$ cat src/rtl/aoi_pipe.sv
// aoi_pipe: two-stage valid/ready pipeline evaluating a per-bit AOI21/OAI21/AOI22/OAI22
// gate selected per transaction, with a saturating count of completed output handshakes.

// One result bit: mode[0] picks AND-OR-invert vs OR-AND-invert, mode[1] adds the d term.
module aoi_cell (
    input  logic [1:0] mode,
    input  logic       a,
    input  logic       b,
    input  logic       c,
    input  logic       d,
    output logic       y
);
    logic t_ab;
    logic t_cd;

    // first-level term pairs share the same gate type; the second level is its dual
    always_comb begin
        t_ab = mode[0] ? (a | b) : (a & b);
        t_cd = c;
        if (mode[1]) t_cd = mode[0] ? (c | d) : (c & d);
        y = mode[0] ? ~(t_ab & t_cd) : ~(t_ab | t_cd);
    end
endmodule

module aoi_pipe #(
    parameter int WIDTH = 8,
    parameter int CNT_W = 16
) (
    input  logic             clk,
    input  logic             rst,
    input  logic             in_valid,
    output logic             in_ready,
    input  logic [1:0]       mode,
    input  logic [WIDTH-1:0] a,
    input  logic [WIDTH-1:0] b,
    input  logic [WIDTH-1:0] c,
    input  logic [WIDTH-1:0] d,
    output logic             out_valid,
    input  logic             out_ready,
    output logic [WIDTH-1:0] y,
    output logic [1:0]       y_mode,
    input  logic             cnt_clr,
    output logic [CNT_W-1:0] ops_cnt
);
    localparam int STAGES = 2;

    typedef struct packed {
        logic [1:0]       mode;
        logic [WIDTH-1:0] a;
        logic [WIDTH-1:0] b;
        logic [WIDTH-1:0] c;
        logic [WIDTH-1:0] d;
    } req_t;

    typedef struct packed {
        logic [1:0]       mode;
        logic [WIDTH-1:0] y;
    } rsp_t;

    logic [STAGES:1]  vld_pipe;
    req_t             s1_q;
    rsp_t             s2_q;
    req_t             req;
    logic [WIDTH-1:0] y_comb;
    logic             s1_adv;
    logic             s2_adv;
    logic             out_hs;

    // a stage may load when it is empty or the stage after it is draining
    always_comb begin
        req      = '{mode: mode, a: a, b: b, c: c, d: d};
        s2_adv   = ~vld_pipe[2] | out_ready;
        s1_adv   = ~vld_pipe[1] | s2_adv;
        in_ready = s1_adv;
        out_hs   = vld_pipe[2] & out_ready;
    end

    genvar i;
    generate
        for (i = 0; i < WIDTH; i++) begin : g_lane
            aoi_cell u_cell (
                .mode (s1_q.mode),
                .a    (s1_q.a[i]),
                .b    (s1_q.b[i]),
                .c    (s1_q.c[i]),
                .d    (s1_q.d[i]),
                .y    (y_comb[i])
            );
        end
    endgenerate

    // pipeline registers; data only loads with a valid beat so y stays quiet over bubbles
    always_ff @(posedge clk) begin
        if (rst) begin
            vld_pipe <= '0;
            s1_q     <= '0;
            s2_q     <= '0;
        end else begin
            if (s1_adv) begin
                vld_pipe[1] <= in_valid;
                if (in_valid) s1_q <= req;
            end
            if (s2_adv) begin
                vld_pipe[2] <= vld_pipe[1];
                if (vld_pipe[1]) s2_q <= '{mode: s1_q.mode, y: y_comb};
            end
        end
    end

    // completed-handshake counter: clear beats a concurrent handshake, no wrap at the top
    always_ff @(posedge clk) begin
        if (rst || cnt_clr)
            ops_cnt <= '0;
        else if (out_hs && (ops_cnt != {CNT_W{1'b1}}))
            ops_cnt <= ops_cnt + CNT_W'(1);
    end

    always_comb begin
        out_valid = vld_pipe[2];
        y         = s2_q.y;
        y_mode    = s2_q.mode;
    end
endmodule

$ cat config.mk
export PLATFORM = sky130hd
export DESIGN_NAME = aoi_pipe
export DESIGN_NICKNAME = d
export VERILOG_FILES = /design/src/rtl/aoi_pipe.sv
export SDC_FILE = /design/constraint.sdc
export NUM_CORES = 1
export LEC_CHECK = 0
export ABC_CLOCK_PERIOD_IN_PS = 5100
export BUFFER_PORTS_ARGS = -buffer_cell sky130_fd_sc_hd__buf_4
export CAP_MARGIN = 20
export CORE_UTILIZATION = 50
export DETAILED_ROUTE_END_ITERATION = 8
export GPL_TIMING_DRIVEN = 0
export PLACE_DENSITY = 0.76
export SYNTH_ARGS = -nofsm -noshare
export SYNTH_HDL_FRONTEND = slang
export SYNTH_SLANG_ARGS = --single-unit
$ cat constraint.sdc
create_clock -name clk -period 5.1 [get_ports clk]
set_clock_uncertainty 0.2 [all_clocks]
set_input_delay 0.255 -clock clk [delete_from_list [all_inputs] [get_ports clk]]
set_output_delay 0.255 -clock clk [all_outputs]
set_load 0.03 [all_outputs]
==> run_results.csv <==
group,metric,value,unit
global_routing,grt_remaining_overflow,0,
sta,hold_viol_final,0,
sta,finalSetupViolations,0,
setup_path,start_kind,"register",
global_routing,grt_pass1_vias,2625,
clocking,worstSkewPairLatency,330,ps
sta,worstMarginPinSlew,1018,ps
clocking,clk_pin_slew,60,ps
floorplanning,die_h,74.63,um
run,maxCapViolations,0,
drt,drt_wl_total,7.340,mm
synthesis,synth.avg_cell_area,7.897,um^2
layout,nets,485,
clocking,clockBufferDepth,2,
sta,drv_slew,0,
drt,drt_first_pass_iters,5,
min_path,hold_path.class,"in -> reg",
layout,fin_cells,519,
sta,fin_tns_setup,0,ps
clocking,cts_tree,"done",
setup_path,critPathMaxFanout,9,
floorplanning,die_area,0.005570,mm^2
synthesis,syn_inst,334,
sta,period_minus_slack,2294,ps
sta,max_clock_freq,435.9,MHz
setup_path,required,5160,ps
synthesis,syn_area,0.002638,mm^2
clocking,h-tree-depth,3,
global_routing,grt_max_degree,11,
clocking,cts_buffers,9,
synthesis,synth_area_leaders,"dfxtp_1, a21oi_1, nand2_1, nor2_1, a221o_1",
layout,mostFrequentLayoutCells,"nand2_1, buf_4, dfxtp_1",
placed_design,numPlacedInstances,470,
synthesis,syn_nets,374,
sta,fin_crit_sh,44.98,%
setup_path,path_class,"reg -> reg",
power_and_ir_drop,leakage,1.454,nW
floorplanning,start_util,51.64,%
global_routing,grt_use_total,28.88,%
floorplanning,ioPinCount,67,
drt,drt-initial-drc-count,136,
sta,grt_setup_unrepaired,"false",
layout,drive_above_1_share,18.71,%
clocking,post_cts_resized,0,
setup_path,crit_slowest_cell,"nor4_1",
layout,final_common_cell,"nand2_1",
floorplanning,num_rows,26,
synthesis,synth_warnings,0,
drt,drc,0,
drt,viasPerCell,5.395,
sta,slew_headroom,31.53,%
synthesis,synth_top_area_share,47.06,%
clocking,cts_root_buf,"clkbuf_8",
placed_design,dp.final_hpwl,4.666,mm
floorplanning,core_area,0.005107,mm^2
synthesis,synth_top_area_cell,"dfxtp_1",
placed_design,portBuffers,66,
drt,ant_nets,0,
clocking,clock_sinks,62,
synthesis,seq_area_frac_synth,47.06,%
drt,via_count,2800,
global_routing,grt_pass1_wl,12.03,mm
floorplanning,die_w,74.63,um
layout,syn2layout_area_growth,42.08,%
layout,n_antenna_cell,0,
global_routing,antenna_found_initial,0,
drt,wire_per_inst,14.14,um
synthesis,ys_ff_latch,62,
synthesis,yosysUniqueCellTypes,31,
power_and_ir_drop,p_per_area,284.8,mW/mm^2
setup_path,cpPeakStageDelay,930,ps
power_and_ir_drop,ir_drop,0.2338,mV
outcome,status,"complete, no violations",
setup_path,path_cells,"nand4_2 -> nor4_1 -> o21ai_0 -> a21oi_1",
setup_path,end_kind,"register",
placed_design,gp_congestion,0.8510,
setup_path,critPathArrivalTime,2350,ps
[metal layers]
metal	up-vias	global-route usage (%)	part of all wire, %
li1	1405	-	-
met1	1295	33.22	41
met2	88	53.05	52
met3	12	4.819	4.6
met4	0	11.74	1.8
met5	-	0	0
[area by class of cell]
type                       instances  area, um^2
fill                             424        1360
multi-input combinational        250        1314
sequential                        62        1241
timing repair buffer             100       835.8
clock buffer                      15       186.4
tap                               70       87.58
buffer                            19       71.32
inverter                           3       11.26
[final timing paths]
path	cells past startpoint	slack, ps	end	from
hold / removal	3	5	s1_q[3]	d[3]
hold reg to reg	2	270	s1_q[21]	s1_q[21]
setup reg to reg	4	2810	ops_cnt[3]	ops_cnt[9]
setup / recovery	4	2810	ops_cnt[3]	ops_cnt[9]
[what timing repair did]
action,in CTS,in global routing
hold buffers,34,0
buffers inserted,0,0
hold endpoints to repair,34,0
[kinds of logic (layout without fill, tap and decap cells)]
logic type                 Yosys count  in the layout  synth area share, %
AOI/OAI and AO/OA                   99             99                22.34
buffers and inverters               22            137                3.131
and+or+nand+nor                    148            148                26.23
muxes                                2              2               0.7590
DFF                                 62             62                47.06
adders and majority gates            1              1               0.4743
[flip-flops by register name, indices dropped and copies added (netlist names)]
register and cells:
ops_cnt 16, s1_q 34, vld_pipe 2, y 8
y_mode 2
[Yosys cell counts]
library cell	n
nand2_1	77
or4_1	2
or4_4	1
dfxtp_1	62
and4_1	1
o31ai_1	3
nor2b_1	1
buf_1	1
and2_1	3
ha_1	1
a21oi_1	58
nand4_2	1
a211oi_1	3
nand2b_1	9
nor2_1	25
o21ai_0	16
or2_2	2
nand3b_1	2
a31oi_1	1
nor4_1	4
nand4_1	2
mux2i_1	2
clkbuf_1	18
a41oi_1	1
or3_1	7
nand3_1	4
a221o_1	8
inv_1	3
a311oi_1	9
nor3_1	6
nand4_4	1
[metrics by stage]
stage	hold WS [ps]	setup slack [ps]	utilization [%]	total power, mW	instance area (um^2)
2_1_floorplan	184.5	2971	-	0.5981	2638
3_3_place_gp	245.5	2881	63.06	0.6478	3221
3_5_place_dp	259.5	2837	63.06	0.6508	3221
4_1_cts	0.9930	2801	73.37	1.069	3747
5_1_grt	20.21	2571	73.37	1.116	3747
6_report	5.316	2806	73.37	1.067	3747
[worst max-delay path, delay by kind of cell (launching register included)]
kind            cells  cell delay [ps]
flops               1              440
compound gates      2              400
simple gates        2             1180
[power by group]
part	switching, mW	total (mW)	internal, mW	leakage (nW)
Sequential	0.0175	0.524	0.506	0.508
Combinational	0.0702	0.140	0.0702	0.850
Clock	0.175	0.403	0.228	0.0958
Total	0.263	1.07	0.804	1.45
Note: power is estimated with default switching activity, not from simulation.
